--- config.mk ---
export PLATFORM = sky130hd
export DESIGN_NAME = instruction_fetch_unit
export DESIGN_NICKNAME = d
export VERILOG_FILES = /design/src/rtl/instruction_fetch_unit.sv
export SDC_FILE = /design/constraint.sdc
export NUM_CORES = 1
export LEC_CHECK = 0
export ABC_AREA = 1
export ABC_CLOCK_PERIOD_IN_PS = 10790
export CAP_MARGIN = 20
export CORE_UTILIZATION = 53
export CTS_CLUSTER_SIZE = 24
export DETAILED_ROUTE_END_ITERATION = 8
export GPL_ROUTABILITY_DRIVEN = 0
export PLACE_DENSITY = 0.8
export SLEW_MARGIN = 25
export SYNTH_ARGS = -nofsm -noshare
export SYNTH_HDL_FRONTEND = slang
export SYNTH_SLANG_ARGS = --single-unit
--- constraint.sdc ---
create_clock -name clk -period 10.79 [get_ports clk]
set_input_delay 3.237 -clock clk [delete_from_list [all_inputs] [get_ports clk]]
set_output_delay 3.237 -clock clk [all_outputs]
set_load 0.01 [all_outputs]
--- src/rtl/instruction_fetch_unit.sv ---
// RV32I fetch front end: owns the PC, issues one word fetch at a time and holds
// the returned instruction (plus a one-entry skid) for decode.
module instruction_fetch_unit #(
  parameter logic [31:0] RESET_VECTOR    = 32'h0000_0000,
  parameter logic [31:0] NOP_INSTRUCTION = 32'h0000_0013
) (
  input  logic        clk,
  input  logic        rst,
  output logic        imem_req_valid,
  input  logic        imem_req_ready,
  output logic [31:0] imem_req_addr,
  input  logic        imem_rsp_valid,
  input  logic [31:0] imem_rsp_data,
  input  logic        redirect_valid,
  input  logic [31:0] redirect_target,
  input  logic        stall,
  output logic        fetch_valid,
  output logic [31:0] instruction_memory_data,
  output logic [31:0] program_counter,
  output logic        misaligned_fault
);

  // Handshakes: a request transfers on a cycle where imem_req_valid && imem_req_ready;
  // a response transfers on any cycle with imem_rsp_valid (no ready, one per request);
  // the output slot retires on a cycle where fetch_valid && !stall.
  typedef enum logic [1:0] {
    S_REQ   = 2'd0,
    S_WAIT  = 2'd1,
    S_DRAIN = 2'd2,
    S_FAULT = 2'd3
  } state_t;

  state_t      state_q;
  logic [31:0] pc_q;
  logic [31:0] req_pc_q;
  logic        fault_outstanding_q;
  logic        skid_valid_q;
  logic [31:0] skid_data_q;
  logic [31:0] skid_pc_q;

  logic req_fire;
  logic capture;
  logic consume;
  logic target_misaligned;
  logic outstanding;
  logic still_outstanding;

  assign imem_req_addr     = pc_q;
  assign imem_req_valid    = !rst && (state_q == S_REQ) && !skid_valid_q && !redirect_valid;
  assign req_fire          = imem_req_valid && imem_req_ready;
  assign capture           = (state_q == S_WAIT) && imem_rsp_valid && !redirect_valid;
  assign consume           = fetch_valid && !stall;
  assign target_misaligned = |redirect_target[1:0];

  // A response still owed by memory must be swallowed before the next request.
  assign outstanding       = (state_q == S_WAIT) || (state_q == S_DRAIN) ||
                             ((state_q == S_FAULT) && fault_outstanding_q);
  assign still_outstanding = outstanding && !imem_rsp_valid;

  always_ff @(posedge clk or posedge rst) begin
    if (rst) begin
      state_q             <= S_REQ;
      pc_q                <= RESET_VECTOR;
      req_pc_q            <= RESET_VECTOR;
      misaligned_fault    <= 1'b0;
      fault_outstanding_q <= 1'b0;
    end else if (redirect_valid) begin
      pc_q <= redirect_target;
      if (target_misaligned) begin
        misaligned_fault    <= 1'b1;
        fault_outstanding_q <= still_outstanding;
        state_q             <= S_FAULT;
      end else begin
        misaligned_fault    <= 1'b0;
        fault_outstanding_q <= 1'b0;
        state_q             <= still_outstanding ? S_DRAIN : S_REQ;
      end
    end else begin
      case (state_q)
        S_REQ: begin
          if (req_fire) begin
            req_pc_q <= pc_q;
            pc_q     <= pc_q + 32'd4;
            state_q  <= S_WAIT;
          end
        end
        S_WAIT: begin
          if (imem_rsp_valid) state_q <= S_REQ;
        end
        S_DRAIN: begin
          if (imem_rsp_valid) state_q <= S_REQ;
        end
        S_FAULT: begin
          if (imem_rsp_valid) fault_outstanding_q <= 1'b0;
        end
        default: state_q <= S_REQ;
      endcase
    end
  end

  // Output slot and skid entry; the skid only fills while decode is stalled.
  always_ff @(posedge clk or posedge rst) begin
    if (rst) begin
      fetch_valid             <= 1'b0;
      instruction_memory_data <= NOP_INSTRUCTION;
      program_counter         <= RESET_VECTOR;
      skid_valid_q            <= 1'b0;
      skid_data_q             <= NOP_INSTRUCTION;
      skid_pc_q               <= RESET_VECTOR;
    end else if (redirect_valid) begin
      fetch_valid             <= 1'b0;
      instruction_memory_data <= NOP_INSTRUCTION;
      skid_valid_q            <= 1'b0;
    end else if (consume && skid_valid_q) begin
      instruction_memory_data <= skid_data_q;
      program_counter         <= skid_pc_q;
      skid_valid_q            <= 1'b0;
    end else if (capture && (!fetch_valid || !stall)) begin
      fetch_valid             <= 1'b1;
      instruction_memory_data <= imem_rsp_data;
      program_counter         <= req_pc_q;
    end else if (capture) begin
      skid_valid_q <= 1'b1;
      skid_data_q  <= imem_rsp_data;
      skid_pc_q    <= req_pc_q;
    end else if (consume) begin
      fetch_valid             <= 1'b0;
      instruction_memory_data <= NOP_INSTRUCTION;
    end
  end

endmodule

== Word-level counts from Yosys, hierarchy flattened ==
Index checks and enable logic that the tools add are counted.
Operators by class
  add/sub/neg operators: 1
  eq/ne operators: 9
  multiplexer cells: 30
  bitwise operators: 3
  reductions and logical operators: 41
Operators with widths (count)
  2-to-1 mux 32 bit: 10
  adder 32 x 3 -> 32 bit, second input constant: 1
  2-to-1 mux 1 bit: 14
  logical AND 1 bit: 11
  2-to-1 mux 2 bit: 5
  AND reduction 2 bit: 5
  nonzero test 2 bit: 5
  AND reduction 3 bit: 3
  nonzero test 3 bit: 3
  zero test 1 bit: 6
  inequality test 3 bit, second input constant: 2
  equality test 2 bit, second input constant: 2
  inequality test 4 x 2 -> 1 bit, second input constant: 1
  one-hot mux 2 bit (2 select lines): 1
  AND reduction 4 bit: 1
  nonzero test 4 bit: 1
  OR reduction 2 bit: 2
  logical OR 1 bit: 3
  inequality test 3 x 1 -> 1 bit, second input constant: 1
  inequality test 3 x 2 -> 1 bit, second input constant: 1
  inverter 1 bit: 3
  equality test 2 x 1 -> 1 bit, second input constant: 1
  zero test 2 bit: 1
  inequality test 2 bit, second input constant: 1
Storage, ports and cells
  bits in registers: 198
  input port bits: 70
  output and inout bits: 99
  word-level logic and storage cells: 95

== Depth between registers and ports, before layout ==
Gate-level depths: netlist (run 1).
  depth after elaboration: 8
  depth in mapped cells: 10
  mapped depth without buffers: 9

== Worst setup path after synthesis (run 1) ==
OpenSTA, ideal clock, no wires.
  path kind: input port to output port
  start: input redirect_valid
  end: output imem_req_valid
  data arrival time: 3635 ps
  required time: 7553 ps
  slack: 3918 ps
  cell stages on the path: 4
  path buffers: 1
  path through: buf_6 nor2_4 nand2_1 inv_1
Between the ends
  longest elaborated chain between the ends: 2
Ends and longest elaborated chain
  from (decl): line 14  | input logic redirect_valid,
  zero test 1 bit: line 49  | assign imem_req_valid = !rst && (state_q == S_REQ) && !skid_valid_q && !redirect_valid;
  logical AND 1 bit: line 49
  to (decl): line 9  | output logic imem_req_valid,
No other way between the ends.

== Worst setup path after layout (run 1) ==
  start: input rst
  end: output imem_req_valid
Between the ends
  longest elaborated chain between the ends: 4
Ends and longest elaborated chain
  from (decl): line 8  | input logic rst,
  zero test 1 bit (no line)
  logical AND 1 bit (3 in a row): line 49
No other way between the ends.

==> flow_summary.ini, run 1 <==
[cts]
cts_tree = built
cts_root_buffer = clkbuf_16
cts_made_buffers = 17
clkSinkCount = 198
cts_resized = 0
cts_setup_buffers = 0
worstSkewPairLatency_ns = 0.43
clk_pin_slew_ns = 0.07
ctsLongestPathBuffers = 2
cts_hold_buf = 0
cts_max_level = 4

[place]
portBuffers = 168
post-dp-hpwl_um = 15400
place_area_mm2 = 0.0112
dp_cells = 1427

[timing]
tightest_slew_ns = 0.962
max_freq_mhz = 126
setup_violations = 0
setup_tns_ns = 0
slew_violations = 0
fin_skew_ns = 0.0106
finalCriticalPeriod_ns = 7.95
min_period_over_period_pct = 73.7
slew_headroom_pct = 35.5
rsz0062_at_grt = false
final_hold_viol_count = 0

[detailed_routing]
drc = 0
via_count = 7870
dr.pass1.iters = 5
drtAntennaViolNets = 0
finalWirelength_um = 23000
drtIter0Drc = 539
via_per_inst = 5.39
post_drt_wl_per_cell_um = 15.7

[cells_and_area]
nFillCells = 1377
seq_area_mm2 = 0.00496
final_area_mm2 = 0.0117
finalNonFillerCells = 1459
antenna_cells = 0
final_util_pct = 67.2
drive_gt1_share_pct = 8.59
syn2layout_area_growth_pct = 23.1
multi_input_area_mm2 = 0.00385
nets = 1295

[worst_setup_path]
critPathKind = in -> out
path_cells = clkdlybuf4s50_1 > nor2_4 > nand2_1 > inv_1 > clkdlybuf4s50_1
r2r_setup_slack_ns = 7.92
start_kind = input port
crit_path_max_fanout = 2
cpPeakStageDelay_ns = 0.57
path_common_cell = clkdlybuf4s50_1
arrival_ns = 4.72
worstPathRequired_ns = 7.55
slowest_stage = clkdlybuf4s50_1
endpoint_kind = output pin
r2r_cells = 8

[logic_synthesis]
ys_types = 33
synth_nets = 1157
synth_ff_type = dfrtp_1
syn_area_mm2 = 0.00952
yosys_warnings = 0
syn_avg_cell_area_um2 = 8.79
synth-seq-cells = 198
synth_cells = 1083
postSynth.asyncResetShare_pct = 100
synth-seq-area-share_pct = 52.1
synth-edff-count = 0

[grt]
grt_pass1_vias = 7530
antenna_found_initial = 0
grt_pass1_wl_um = 38200
gr-total-overflow = 0
grt_start_max_net_pins = 117
grt_usage_pct = 26.5

[power_and_ir_drop]
power_density_mw_per_mm2 = 203
totalPowerFinal_w = 0.00238
leakage_nw = 5.63
vdd_drop_max_uv = 131
p_switching_w = 0.000748
p_int_w = 0.00163
power_frac_clock_pct = 25.4
pwr-share-seq_pct = 46.5
power.share.combinational_pct = 28.1
p_sw_share_pct = 31.5

[floorplan]
start_util_pct = 54.6
pin_count = 169
rows = 48
die_w_um = 136
dieArea_mm2 = 0.0185
die_h_um = 136
core_area_mm2 = 0.0174

[hold_path]
min_path_type = reg -> reg
hold_depth = 2

[run]
cap_violations = 0

[status]
status = finished, final reports clean
metrics by stage:
step / hold WS, ns / setup WS [ns]
5_1_grt: 0.506 / 2.80
3_5_place_dp: 0.466 / 2.82
4_1_cts: 0.490 / 2.82
3_3_place_gp: 0.464 / 2.81
2_1_floorplan: 0.454 / 2.17
6_report: 0.490 / 2.84
cell families after synthesis:
group / share of synthesized area (%)
XOR/XNOR: 0.276
buffers and inverters: 7.43
adder cells (fa/ha/maj): 0.526
AND/OR/NAND/NOR: 25.2
multiplexers: 7.73
flip-flops: 52.1
AO/OA/AOI/OAI: 6.69
synthesized netlist by cell type, types with 3 or more instances:
| master | count | area (um2) |
|---|---|---|
| dfrtp_1 | 192 | 4800 |
| a21oi_1 | 15 | 75.1 |
| inv_1 | 88 | 330 |
| buf_6 | 15 | 169 |
| nand3b_1 | 3 | 22.5 |
| a31oi_1 | 33 | 206 |
| inv_2 | 4 | 15.0 |
| nand2_1 | 324 | 1220 |
| o211ai_1 | 4 | 30.0 |
| o21ai_0 | 54 | 270 |
| nand2_4 | 3 | 33.8 |
| buf_2 | 19 | 95.1 |
| nor2_1 | 105 | 394 |
| mux2_4 | 49 | 736 |
| nand3_1 | 121 | 606 |
| o21ai_1 | 8 | 40.0 |
| ha_1 | 4 | 50.1 |
| nor2_4 | 3 | 33.8 |
| buf_4 | 3 | 22.5 |
| dfstp_2 | 6 | 158 |
| clkbuf_1 | 13 | 48.8 |
layer usage:
layer  wire length [um]  track usage [%]
met5                  0                0
met4                386             8.52
met3               1700             4.70
met2              10400             40.1
met1              10400             38.7
final cells by class:
| type | count | area share, % |
|---|---|---|
| sequential | 198 | 42.4 |
| multi-input combinational | 740 | 32.9 |
| timing repair buffer | 171 | 14.5 |
| clock buffer | 21 | 3.85 |
| inverter | 93 | 3.09 |
| tap | 225 | 2.40 |
| clock inverter | 11 | 0.897 |
flip-flops by register name (all words and copies together) (netlist names):
name / cells
req_pc_q: 32
instruction_memory_data: 32
imem_req_addr: 32
state_q: 2
misaligned_fault: 1
program_counter: 32
skid_pc_q: 32
skid_valid_q: 1
skid_data_q: 32
fault_outstanding_q: 1
fetch_valid: 1
layout by cell type, fill, tap and decap left out, types with 6 or more instances in the layout:
cell / n
o21ai_1: 8
nand2_1: 323
clkbuf_16: 17
o21ai_0: 54
clkinvlp_4: 7
inv_1: 86
dfrtp_1: 192
a31oi_1: 33
a21oi_1: 15
nand3_1: 121
mux2_4: 49
clkdlybuf4s50_1: 167
dfstp_2: 6
nor2_1: 105
path summary, 6_finish.rpt:
| check | end | startpoint |
|---|---|---|
| min reg2reg | instruction_memory_data[4]$_DFFE_PP1P_ | instruction_memory_data[4]$_DFFE_PP1P_ |
| max reg2reg | req_pc_q[2]$_DFFE_PP0P_ | state_q[0]$_DFFE_PP0P_ |
| max | imem_req_valid | rst |
| min | instruction_memory_data[4]$_DFFE_PP1P_ | instruction_memory_data[4]$_DFFE_PP1P_ |
| min in group asynchronous | skid_pc_q[22]$_DFFE_PP0P_ | rst |
| max in group asynchronous | program_counter[1]$_DFFE_PP0P_ | rst |
power groups by stage:
stage	Sequential [W]	Combinational (W)	Clock [W]
after floorplan	0.00112	0.000342	0
after global placement	0.00110	0.000647	0
after detailed placement	0.00111	0.000667	0
after CTS	0.00110	0.000672	0.000609
after global routing	0.00113	0.000739	0.000640
final	0.00111	0.000666	0.000604
worst max-delay path: cells and delay by family:
family | cells | cell delay (ns)
and+or+nand+nor | 2 | 0.31
buffers and inverters | 3 | 1.16
(Power assumes the default switching activity.)
==> run 2: changes to the inputs <==
--- a/config.mk
+++ b/config.mk
@@ -6,13 +6,13 @@
 export NUM_CORES = 1
 export LEC_CHECK = 0
 export ABC_AREA = 1
-export ABC_CLOCK_PERIOD_IN_PS = 10790
+export ABC_CLOCK_PERIOD_IN_PS = 7200
 export CAP_MARGIN = 20
-export CORE_UTILIZATION = 53
+export CORE_UTILIZATION = 48
 export CTS_CLUSTER_SIZE = 24
 export DETAILED_ROUTE_END_ITERATION = 8
 export GPL_ROUTABILITY_DRIVEN = 0
-export PLACE_DENSITY = 0.8
+export PLACE_DENSITY = 0.77
 export SLEW_MARGIN = 25
 export SYNTH_ARGS = -nofsm -noshare
 export SYNTH_HDL_FRONTEND = slang
==> constraint.sdc (replaced) <==
create_clock -name clk -period 7.2 [get_ports clk]
set_input_delay 2.16 -clock clk [delete_from_list [all_inputs] [get_ports clk]]
set_output_delay 2.16 -clock clk [all_outputs]
set_load 0.01 [all_outputs]
==> flow_summary.ini, run 2 (synthesized netlist as in run 1, its figures left out) <==
[status]
status = finished, final reports clean

[cells_and_area]
finalNonFillerCells = 1501
drive_gt1_share_pct = 8.82
nFillCells = 1679
multi_input_area_mm2 = 0.00385
layout_common_cells = nand2_1 (323), dfrtp_1 (192), clkdlybuf4s50_1 (168), nand3_1 (121), nor2_1 (105)
nets = 1298
syn2layout_area_growth_pct = 24.5
mostFrequentLayoutCell = nand2_1
seq_area_mm2 = 0.00496
antenna_cells = 0

[detailed_routing]
dr.pass1.iters = 5
drtIter0Drc = 492
drtAntennaViolNets = 0
finalWirelength_um = 23300
via_per_inst = 5.18
via_count = 7777
drc = 0
post_drt_wl_per_cell_um = 15.5

[cts]
cts_resized = 0
cts_made_buffers = 17
ctsLongestPathBuffers = 2
worstSkewPairLatency_ns = 0.43
cts_tree = built
clkSinkCount = 198
clk_pin_slew_ns = 0.07
cts_max_level = 4
cts_setup_buffers = 0
cts_root_buffer = clkbuf_16
cts_hold_buf = 0

[place]
pre_cts_ws_ns = 1.46
portBuffers = 168
post-dp-hpwl_um = 15500
dp_cells = 1469

[worst_setup_path]
start_kind = input port
endpoint_kind = output pin
arrival_ns = 3.57
r2r_cells = 6
worstPathRequired_ns = 5.04
crit_path_max_fanout = 2
critPathKind = in -> out

[grt]
grt_usage_pct = 23.9
grt_pass1_wl_um = 37700
antenna_found_initial = 1
grt_pass1_vias = 7418
gr-total-overflow = 0
grt_start_max_net_pins = 199

[timing]
final_hold_viol_count = 0
rsz0062_at_grt = false
setup_tns_ns = 0
min_period_over_period_pct = 79.6
hold_ws_ns = 0.472
fin_skew_ns = 0.0125
max_freq_mhz = 175
slew_violations = 0
slew_headroom_pct = 36.7
fin_ws_ns = 1.47
finalCriticalPeriod_ns = 5.73
tightest_slew_ns = 0.944
setup_violations = 0

[power_and_ir_drop]
pwr-share-seq_pct = 45.8
p_switching_w = 0.00112
power_frac_clock_pct = 26.5
p_sw_share_pct = 31.0
power.share.combinational_pct = 27.7
vdd_drop_max_uv = 181
power_density_mw_per_mm2 = 305
p_int_w = 0.00250
totalPowerFinal_w = 0.00362
leakage_nw = 5.68

[floorplan]
dieArea_mm2 = 0.0204
core_area_mm2 = 0.0195
die_w_um = 143
start_util_pct = 48.9
rows = 51
die_h_um = 143
pin_count = 169

[hold_path]
min_path_type = reg -> reg
hold_depth = 2

[run]
cap_violations = 0
==> run 2: cell count changes in the layout (fill, tap and decap cells not counted), sizes merged <==
cell	before	now
clkinvlp	7	4
buf	4	6
bufinv	1	2
clkdlybuf4s50	167	168
inv	92	93
==> run 2: worst max-delay path, stage by stage <==
cell and delay [ns]:
clkdlybuf4s50_1 0.53, nor2_4 0.21, nand2_1 0.08, inv_1 0.06, clkdlybuf4s50_1 0.53
==> run 2: layout make-up <==
type,instances,area share [%]
clock buffer,21,3.97
tap,265,2.80
sequential,198,41.9
multi-input combinational,740,32.5
clock inverter,10,1.02
timing repair buffer,174,14.8
inverter,93,3.02
==> run 2: worst paths after layout <==
path	start	to	slack, ns
min reg2reg	instruction_memory_data[0]$_DFFE_PP1P_	instruction_memory_data[0]$_DFFE_PP1P_	0.47
max in group asynchronous	rst	program_counter[15]$_DFFE_PP0P_	3.92
max	rst	imem_req_valid	1.47
max reg2reg	state_q[0]$_DFFE_PP0P_	skid_pc_q[16]$_DFFE_PP0P_	4.81
min in group asynchronous	rst	program_counter[25]$_DFFE_PP0P_	2.31
min	instruction_memory_data[0]$_DFFE_PP1P_	instruction_memory_data[0]$_DFFE_PP1P_	0.47
==> run 2: through the flow <==
step                instance area [um2]  util (%)
floorplan                          9520         -
global placement                  11200      57.7
detailed placement                11200      57.7
CTS                               11800      60.8
global route                      11900      60.9
finish                            11900      60.9
==> run 2: routing by layer <==
metal	wire length, um	global-route usage [%]	vias up
met5	13	0	-
met4	298	7.13	2
met3	1810	4.53	21
met2	10800	38.9	280
met1	10400	32.6	3700
li1	-	-	3774
==> run 2: power by group through the flow <==
stage / registers, W / logic [W] / clock network (W)
final: 0.00166 / 0.00100 / 0.000961
after global routing: 0.00170 / 0.00111 / 0.00102
after CTS: 0.00166 / 0.00101 / 0.000976
after detailed placement: 0.00167 / 0.00100 / 0
after global placement: 0.00166 / 0.000969 / 0
after floorplan: 0.00168 / 0.000512 / 0
==> run 3: changes to the inputs <==
--- a/config.mk
+++ b/config.mk
@@ -6,7 +6,7 @@
 export NUM_CORES = 1
 export LEC_CHECK = 0
 export ABC_AREA = 1
-export ABC_CLOCK_PERIOD_IN_PS = 7200
+export ABC_CLOCK_PERIOD_IN_PS = 4620
 export CAP_MARGIN = 20
 export CORE_UTILIZATION = 48
 export CTS_CLUSTER_SIZE = 24
==> constraint.sdc (replaced) <==
create_clock -name clk -period 4.62 [get_ports clk]
set_input_delay 1.386 -clock clk [delete_from_list [all_inputs] [get_ports clk]]
set_output_delay 1.386 -clock clk [all_outputs]
set_load 0.01 [all_outputs]
==> flow_summary.ini, run 3 (synthesized netlist as in run 1, its figures left out) <==
[cts]
cts_setup_buffers = 0
cts_resized = 0
cts_tree = built
cts_max_level = 4
ctsLongestPathBuffers = 2
cts_hold_buf = 0
clkSinkCount = 198
cts_root_buffer = clkbuf_16
cts_made_buffers = 17
clk_pin_slew_ns = 0.07
worstSkewPairLatency_ns = 0.43

[timing]
fin_skew_ns = 0.0102
rsz0062_at_grt = false
min_period_over_period_pct = 90.3
hold_ws_ns = 0.489
slew_headroom_pct = 56.8
final_hold_viol_count = 0
setup_violations = 0
slew_violations = 0
fin_ws_ns = 0.448
max_freq_mhz = 240
finalCriticalPeriod_ns = 4.17
tightest_slew_ns = 0.647
setup_tns_ns = 0

[power_and_ir_drop]
leakage_nw = 5.70
power_density_mw_per_mm2 = 464
vdd_drop_max_uv = 287

[detailed_routing]
drc = 0
finalWirelength_um = 23000
via_count = 7795
post_drt_wl_per_cell_um = 15.3
dr.pass1.iters = 5
drtIter0Drc = 510
via_per_inst = 5.17
drtAntennaViolNets = 0

[floorplan]
start_util_pct = 48.9
pin_count = 169
rows = 51
die_w_um = 143
dieArea_mm2 = 0.0204
die_h_um = 143
core_area_mm2 = 0.0195

[grt]
gr-total-overflow = 0
antenna_found_initial = 0
grt_pass1_wl_um = 38000
grt_start_max_net_pins = 76
grt_pass1_vias = 7555
grt_usage_pct = 24.0

[run]
cap_violations = 0

[cells_and_area]
final_area_mm2 = 0.0119
drive_gt1_share_pct = 9.17
antenna_cells = 0
nets = 1305
mostFrequentLayoutCell = nand2_1
syn2layout_area_growth_pct = 24.5
layout_common_cells = nand2_1 (324), dfrtp_1 (192), clkdlybuf4s50_1 (168), nand3_1 (121), nor2_1 (105)
finalNonFillerCells = 1508

[worst_setup_path]
r2r_setup_slack_ns = 2.57
crit_path_max_fanout = 2
endpoint_kind = output pin
worstPathRequired_ns = 3.23
critPathKind = in -> out
start_kind = input port
arrival_ns = 2.79

[status]
status = finished, final reports clean

[place]
place_area_mm2 = 0.0113
dp_cells = 1477
pre_cts_ws_ns = 0.455
post-dp-hpwl_um = 16000
portBuffers = 168

[hold_path]
min_path_type = reg -> reg
[run 3: worst paths after layout]
path                                           start                        endpoint  cells after the start
min in group asynchronous                        rst        req_pc_q[29]$_DFFE_PP0P_                      2
min                        skid_pc_q[21]$_DFFE_PP0P_       skid_pc_q[21]$_DFFE_PP0P_                      2
max                                              rst                  imem_req_valid                      5
max reg2reg                  fetch_valid$_DFFE_PP0P_         fetch_valid$_DFFE_PP0P_                      8
max in group asynchronous                        rst  program_counter[1]$_DFFE_PP0P_                      3
min reg2reg                skid_pc_q[21]$_DFFE_PP0P_       skid_pc_q[21]$_DFFE_PP0P_                      2
[run 3: power breakdown]
group          leakage [nW]  switching [W]  internal (W)  total [W]
Clock                 0.257       0.000647      0.000719    0.00137
Sequential             2.50       0.000357       0.00223    0.00259
Combinational          2.94       0.000733      0.000815    0.00155
Total                  5.70        0.00174       0.00377    0.00550
[run 3: layer usage]
| layer | vias to the layer above | track usage [%] | wire, um | share of wire (%) |
|---|---|---|---|---|
| met1 | 3719 | 33.8 | 10700 | 46 |
| met4 | 0 | 6.79 | 320 | 1.4 |
| met2 | 272 | 37.9 | 10500 | 46 |
| li1 | 3784 | - | - | - |
| met5 | - | 0 | 0 | 0 |
| met3 | 20 | 4.26 | 1510 | 6.5 |
[run 3: metrics by stage]
step | power [W] | util [%]
2_1_floorplan | 0.00342 | -
3_3_place_gp | 0.00411 | 58.1
3_5_place_dp | 0.00417 | 58.1
4_1_cts | 0.00554 | 60.9
5_1_grt | 0.00583 | 60.9
6_report | 0.00550 | 60.9
[run 3: worst max-delay path: stages]
cell and delay, ns:
clkdlybuf4s50_1 0.54, nor2_4 0.21, nand2_1 0.07, inv_1 0.05, clkdlybuf4s50_1 0.52
[run 3: area by class of cell]
cell class | instances | area [um2]
Clock inverter | 10 | 75.1
Timing Repair Buffer | 181 | 1820
Multi-Input combinational cell | 740 | 3850
Fill cell | 1683 | 7610
Inverter | 93 | 358
Clock buffer | 21 | 460
Sequential cell | 198 | 4960
Tap cell | 265 | 332
